--- config.mk ---
export PLATFORM = sky130hd
export DESIGN_NAME = int_log_issuer
export DESIGN_NICKNAME = d
export VERILOG_FILES = /design/src/rtl/int_log_issuer.sv
export SDC_FILE = /design/constraint.sdc
export NUM_CORES = 1
export LEC_CHECK = 0
export CAP_MARGIN = 0
export CORE_ASPECT_RATIO = 1.1
export CORE_MARGIN = 1.5
export CORE_UTILIZATION = 25
export CTS_CLUSTER_DIAMETER = 80
export CTS_CLUSTER_SIZE = 24
export DETAILED_ROUTE_END_ITERATION = 6
export SYNTH_ARGS = -nofsm -noshare
export SYNTH_HDL_FRONTEND = slang
export SYNTH_SLANG_ARGS = --single-unit
--- constraint.sdc ---
create_clock -name clk -period 2.3 [get_ports clk]
set_input_delay 0.23 -clock clk [delete_from_list [all_inputs] [get_ports clk]]
set_output_delay 0.23 -clock clk [all_outputs]
set_load 0.02 [all_outputs]
--- src/rtl/int_log_issuer.sv ---
// int_log_issuer: issues one logic command at a time to the 16-bit logic
// unit, waits a fixed latency, captures the result and returns it over a
// valid/ready response channel. The illegal opcode 111 is answered locally
// with an error response and never reaches the unit.
module int_log_issuer #(
  parameter int WIDTH = 16,
  parameter int LAT   = 2   // legal range 1..15
) (
  input  logic             clk,
  input  logic             rst,
  input  logic             cmd_valid,
  output logic             cmd_ready,
  input  logic [2:0]       cmd_op,
  input  logic [WIDTH-1:0] cmd_a,
  input  logic [WIDTH-1:0] cmd_b,
  output logic [2:0]       operation,
  output logic [WIDTH-1:0] opa_log,
  output logic [WIDTH-1:0] opb_log,
  input  logic [WIDTH-1:0] out_log,
  output logic             rsp_valid,
  input  logic             rsp_ready,
  output logic [WIDTH-1:0] rsp_data,
  output logic             rsp_err,
  output logic [15:0]      issue_count
);

  localparam logic [2:0] OP_ILLEGAL = 3'b111;
  localparam logic [3:0] WAIT_INIT  = 4'(LAT - 1);

  // BOOT keeps cmd_ready low through reset and for the release cycle.
  typedef enum logic [1:0] {ST_BOOT, ST_IDLE, ST_WAIT, ST_RESP} state_t;

  state_t           state_reg, state_next;
  logic [3:0]       wait_cnt_reg, wait_cnt_next;
  logic [2:0]       operation_reg, operation_next;
  logic [WIDTH-1:0] opa_reg, opa_next;
  logic [WIDTH-1:0] opb_reg, opb_next;
  logic [WIDTH-1:0] rsp_data_reg, rsp_data_next;
  logic             rsp_err_reg, rsp_err_next;
  logic [15:0]      issue_count_reg, issue_count_next;

  // State and datapath registers; reset discards any in-flight command.
  always_ff @(posedge clk or posedge rst) begin
    if (rst) begin
      state_reg       <= ST_BOOT;
      wait_cnt_reg    <= '0;
      operation_reg   <= '0;
      opa_reg         <= '0;
      opb_reg         <= '0;
      rsp_data_reg    <= '0;
      rsp_err_reg     <= 1'b0;
      issue_count_reg <= '0;
    end else begin
      state_reg       <= state_next;
      wait_cnt_reg    <= wait_cnt_next;
      operation_reg   <= operation_next;
      opa_reg         <= opa_next;
      opb_reg         <= opb_next;
      rsp_data_reg    <= rsp_data_next;
      rsp_err_reg     <= rsp_err_next;
      issue_count_reg <= issue_count_next;
    end
  end

  // Next-state and next-value logic; everything holds unless a transition updates it.
  always_comb begin
    state_next       = state_reg;
    wait_cnt_next    = wait_cnt_reg;
    operation_next   = operation_reg;
    opa_next         = opa_reg;
    opb_next         = opb_reg;
    rsp_data_next    = rsp_data_reg;
    rsp_err_next     = rsp_err_reg;
    issue_count_next = issue_count_reg;
    case (state_reg)
      ST_BOOT: state_next = ST_IDLE;
      ST_IDLE: begin
        if (cmd_valid) begin
          if (cmd_op != OP_ILLEGAL) begin
            operation_next   = cmd_op;
            opa_next         = cmd_a;
            opb_next         = cmd_b;
            wait_cnt_next    = WAIT_INIT;
            issue_count_next = issue_count_reg + 16'd1;
            state_next       = ST_WAIT;
          end else begin
            // Unit operands stay untouched; the error is answered locally.
            rsp_data_next = '0;
            rsp_err_next  = 1'b1;
            state_next    = ST_RESP;
          end
        end
      end
      ST_WAIT: begin
        if (wait_cnt_reg != 4'd0) begin
          wait_cnt_next = wait_cnt_reg - 4'd1;
        end else begin
          rsp_data_next = out_log;
          rsp_err_next  = 1'b0;
          state_next    = ST_RESP;
        end
      end
      ST_RESP: begin
        if (rsp_ready) state_next = ST_IDLE;
      end
      default: state_next = ST_IDLE;
    endcase
  end

  assign cmd_ready   = (state_reg == ST_IDLE);
  assign rsp_valid   = (state_reg == ST_RESP);
  assign operation   = operation_reg;
  assign opa_log     = opa_reg;
  assign opb_log     = opb_reg;
  assign rsp_data    = rsp_data_reg;
  assign rsp_err     = rsp_err_reg;
  assign issue_count = issue_count_reg;

endmodule
==> impl_metrics.py <==
metrics = {
    "run_status": {
        "status": "finished, final reports clean",
    },
    "logic_synthesis": {
        "synth_compound_area_share_pct": 8.520,
        "synthAdderAreaFrac_pct": 2.446,
        "yosysUniqueCellTypes": 35,
        "synth_commonest_cells": "nand2_1, dfrtp_1, a22o_1",
        "synth_xor_xnor_area_share_pct": 4.280,
        "synthTopCellsByArea": "dfrtp_1, nand2_1, a22o_1",
        "netlist_area_sq_um": 3069,
        "synth_top_family_by_area": "simple AND/OR/NAND/NOR gates",
        "synth.mux.area_fraction_pct": 0,
        "ys_warn_count": 0,
        "synth-simple-area-share_pct": 21.20,
        "syn_area_per_cell_sq_um": 10.30,
        "ys_ff_latch": 74,
        "synth-main-ff-cell": "dfrtp_1",
        "synth_edf_count": 0,
        "syn-instance-count": 298,
        "async_reset_ff_share_pct": 100.0,
        "yosysSeqAreaShare_pct": 60.33,
        "synth_fp_nets": 359,
        "synth_top_area_share_pct": 60.33,
        "synth_most_common_cell": "nand2_1",
        "yosysTopAreaCell": "dfrtp_1",
    },
    "setup_path": {
        "cp_max_fo": 9,
        "cp-end-kind": "primary output",
        "crit_arrival_ns": 1.90,
        "worst-r2r-cell-count": 6,
        "critPathKind": "register to primary output",
        "required_ns": 2.07,
        "cp-start-kind": "register",
    },
    "cts": {
        "hold_buffers": 0,
        "cts_made_buffers": 9,
        "clk_pin_slew_ns": 0.06,
        "insertion_delay_ns": 0.33,
        "cts_tree": "done",
        "cts-htree-levels": 3,
        "root_buffer": "clkbuf_16",
        "cts_resized": 0,
        "postCtsSetupBuffers": 0,
        "cts.sinks": 74,
        "cts_max_path_buffers": 2,
    },
    "pwr": {
        "vdd_drop_max_mv": 0.5292,
        "leakage_nw": 2.206,
        "power_density_nw_per_um2": 1276,
    },
    "die": {
        "die_x_um": 108.6,
        "initial_core_util_pct": 25.62,
        "fp.dieH_um": 119.2,
        "die-area_sq_um": 12950,
        "core_sq_um": 11980,
        "num_rows": 42,
        "pin_count": 125,
    },
    "cells_and_area": {
        "drive_above_1_share_pct": 6.729,
        "num_antenna_cells": 0,
        "nets": 487,
        "synthToLayoutAreaGrowth_pct": 56.18,
        "final_cells": 585,
        "post-route-util_pct": 40.01,
    },
    "placement": {
        "globalplace.congestion": 0.7330,
        "dp_hpwl_um": 5612,
        "io_buffer_count": 124,
        "dp_cells": 569,
    },
    "global_routing": {
        "grt_pass1_wl_um": 12920,
        "antenna_found_initial": 0,
        "gr-usage-all-layers_pct": 12.75,
        "grt_max_degree": 57,
        "grt_pass1_vias": 2638,
        "grt_overflow": 0,
    },
    "min_path": {
        "hp-class": "primary input to asynchronous set/reset pin",
    },
    "timing": {
        "max_clock_freq_ghz": 0.4692,
        "grt_setup_unrepaired": "false",
        "slew_headroom_pct": 60.60,
        "setup_viol": 0,
        "hold_ws_ns": 0.1807,
        "maxSlewViolCount": 0,
        "fin_crit_sh_pct": 92.66,
        "finalCriticalPeriod_ns": 2.131,
        "worst_pin_slew_ns": 0.5910,
        "hold_viol_final": 0,
        "fin_tns_setup_ns": 0,
        "finClkSkew_ns": 0.004247,
    },
    "routing": {
        "vias": 2576,
        "firstDrtPassIters": 4,
        "drc": 0,
        "routed_wl_um": 7788,
        "ant_nets": 0,
        "drtIter0Drc": 126,
        "routedWlPerCell_um": 13.31,
        "viasPerCell": 4.403,
    },
    "flow_run": {
        "cap_violations": 0,
    },
}
per-stage QoR:
stage | power [mW] | worst slack [ns] | instance area, sq um
after floorplan | 3.559 | 0.1884 | 3069
after CTS | 6.205 | 0.1710 | 4793
final | 6.115 | 0.1687 | 4793
after global placement | 4.762 | 0.3883 | 4504
after global routing | 6.538 | 0.06764 | 4793
after detailed placement | 4.825 | 0.2978 | 4504
routing by layer:
metal | vias up | GRT usage, % | wire length, um | share of wire [%]
met2 | 102 | 19.77 | 3561 | 46
met3 | 14 | 4.926 | 671 | 8.6
li1 | 1240 | - | - | -
met4 | 0 | 4.523 | 124 | 1.6
met5 | - | 0 | 0 | 0
met1 | 1220 | 16.05 | 3430 | 44
power breakdown:
| part | switching (mW) | internal [mW] |
|---|---|---|
| logic | 1.45 | 1.25 |
| registers | 0.303 | 1.78 |
| clock network | 0.560 | 0.770 |
path summary, 6_finish.rpt:
kind	startpoint	endpoint	slack [ns]
max in group asynchronous	rst	opb_log[0]	1.53
min	rst	rsp_data[0]	0.18
min reg2reg	opb_log[12]	opb_log[12]	0.47
min in group clk	cmd_a[7]	opa_log[7]	0.42
max reg2reg	state_reg[1]	issue_count[12]	0.30
max	state_reg[1]	cmd_ready	0.17
cell type report:
| class | count | area, sq um |
|---|---|---|
| multi-input combinational | 202 | 1126 |
| fill | 1203 | 7188 |
| tap | 154 | 192.7 |
| clock buffer | 10 | 239.0 |
| inverter | 9 | 35.03 |
| timing repair buffer | 130 | 1299 |
| sequential | 74 | 1852 |
| clock inverter | 6 | 50.05 |
kinds of logic after synthesis:
family,after synthesis
fa+ha+maj,6
xor+xnor,15
buf+inv,22
simple gates,150
compound gates,31
flops,74
critical path, cell delays in order (launching register included):
cell and delay (ns):
dfrtp_1 0.41, inv_1 0.07, ha_1 0.38, clkdlybuf4s50_1 0.71
layout by cell type (no fill, tap or decap), drive strengths merged, types with 2 or more instances in the layout:
cell	instances
buf	6
nor3	2
and4	2
ha	6
nor4	2
clkinv	3
clkdlybuf4s50	124
a21oi	3
xnor2	11
and3	4
inv	10
dfrtp	74
a22o	16
nor2	5
a31oi	2
clkinvlp	2
nand2	118
xor2	4
nand3	8
clkbuf	10
nand4	4
No activity file was read; power rests on OpenSTA's default activity.
==> variant (same flow settings) <==
Reset style: synchronous (`rst`), changed in one clocked block.
--- a/src/rtl/int_log_issuer.sv
+++ b/src/rtl/int_log_issuer.sv
@@ -42,3 +42,3 @@
   // State and datapath registers; reset discards any in-flight command.
-  always_ff @(posedge clk or posedge rst) begin
+  always_ff @(posedge clk) begin
     if (rst) begin
Behaviour: differs if rst is asserted again (counterexample within 4 cycles, from zero or initial values and one cycle with rst high); with rst held inactive, the same outputs for 10 cycles.
==> variant against the original RTL <==
Final area is 3.3% lower; sequential cell count stayed put; wire length is 2.7% higher; synthesized cell count is 9.7% higher; synthesized area is 6.8% lower; setup slack better by 0.12 ns; maximum frequency is 5.8% higher; count of clock-buffer cells in the layout stayed put; sequential share of layout area is 6.7 points lower; critical path type is now flop to flop.
Power is not compared: it rests on default switching activity, and its combinational part moved more than twofold at a synthesized area within 25%.
==> variant: results (changes against the original RTL) <==
- Result of the run: complete, no violations (unchanged).
- List of most frequent post-synthesis cells: nand2_1 (83), dfxtp_1 (74), a21oi_1 (47) (was nand2_1 (118), dfrtp_1 (74), a22o_1 (16)).
- The xor/xnor cell area share of the yosys netlist is 2.45% (was 4.28%).
- The met3 track utilization from global routing is 4.93% (about the same).
- The met1 capacity usage during global routing is 16.4% (was 16.1%).
- The most common flop cell mapped by yosys was dfxtp_1 (was dfrtp_1).
- The met3 wire length is 636 microns (was 671 microns).
- The fill cell total of the finished layout was 1,105 (was 1,203).
- The global-route usage over all layers is 13.4% (was 12.7%).
- The layout net count is 517 (was 487).
- The adder-cell share of the synthesized area is 2.62% (was 2.45%).
- The met2 routed wirelength is 3650 microns (was 3560 microns).
- The worst IR drop on VDD is 0.000379 V.
- Most area-consuming cells after synthesis: dfxtp_1 (52%), nand2_1 (11%), a21oi_1 (8.2%), a22o_1 (4.9%), ha_1 (2.6%) (was dfrtp_1 (60%), nand2_1 (14%), a22o_1 (4.6%), xnor2_1 (3.1%), ha_1 (2.4%)).
- The share of async-settable or async-resettable flops after synthesis is 0% (was 100%).
- The cell class contributing the biggest share of worst-path delay is simple AND/OR/NAND/NOR gates (was buffers and inverters).
- The transition at the pin with the smallest max-transition slack came to 0.530 ns (was 0.591 ns).
- The depth of the worst register-to-register path is 7 (was 6).
- The final clock skew was 0.00511 ns (was 0.00425 ns).
- The wire length the detailed router placed on met1 is 3570 microns (was 3430 microns).
- The part of the Yosys area used for sequential elements is 51.8% (was 60.3%).
- The highest metal layer used by the detailed router is met4 (unchanged).
- The first-pass GRT wire length was 12,900 microns (about the same).
- The data arrival time of the critical path is 2.29 ns (was 1.90 ns).
- The setup slack at placement came to 0.0749 ns (was 0.298 ns).
- The routability congestion estimate from global placement came to 0.751 (was 0.733).
- The number of global-route vias before repair is 2,674 (was 2,638).
- The number of warnings printed during yosys synthesis is 0 (unchanged).
- The initial detailed-routing violation count came to 82 (was 126).
- The HPWL after detailed placement was 5730 microns (was 5610 microns).
- The met2 usage was 21.2% (was 19.8%).
- The clock buffer count from CTS is 9 (unchanged).
- The distinct cell type count after synthesis came to 36 (was 35).
- The minimum clock period is 2.01 ns (was 2.13 ns).
- The standard cell with the maximum stage delay on the critical path is or3b_2 (was clkdlybuf4s50_1).
- The synthesized net count is 388 (was 359).
- The area fraction in compound gates after synthesis is 18.4% (was 8.52%).
- The maximum cell stage delay along the critical path came to 0.48 ns (was 0.71 ns).
- The proportion of power drawn by the clock network is 36.0%.
- The iteration count of the initial detailed-routing pass came to 5 (was 4).
- The top fanout value on the critical path is 16 (was 9).
- The routed length per placed instance is 13.2 microns (was 13.3 microns).
- The mux cell area share after synthesis was 0% (unchanged).
- The class of the tightest hold or removal check is primary input to flop (was primary input to asynchronous set/reset pin).
- The maximum number of pins on one net before global-route repair came to 37 (was 57).
- The share of layout cells above drive strength 1 is 7.16% (was 6.73%).
- The via count of the routed design was 2,768 (was 2,576).
-- variant: per-stage QoR --
stage	cell area (sq um)	util, %	total power, mW	cells
floorplan	2860	-	2.19	327
global placement	4290	38.9	2.72	591
detailed placement	4290	38.9	2.74	591
CTS	4620	41.9	4.30	607
global route	4640	42.1	4.48	608
finish	4640	42.1	4.26	608
-- variant: cell type report --
cell class                 instances  area [sq um]  area share, %
timing repair buffer             135          1340           29.0
sequential                        74          1480           32.0
clock buffer                      10           239           5.16
inverter                           9          33.8          0.729
clock inverter                     6          88.8           1.92
multi-input combinational        227          1260           27.3
tap                              147           184           3.97
-- variant: final timing paths --
kind | start | to | slack (ns)
worst min-delay path | rst | issue_count[6] | 0.34
worst max-delay path | wait_cnt_reg[0] | rsp_data[8] | 0.29
worst min register to register | opb_log[11] | opb_log[11] | 0.45
worst max register to register | wait_cnt_reg[0] | rsp_data[8] | 0.29
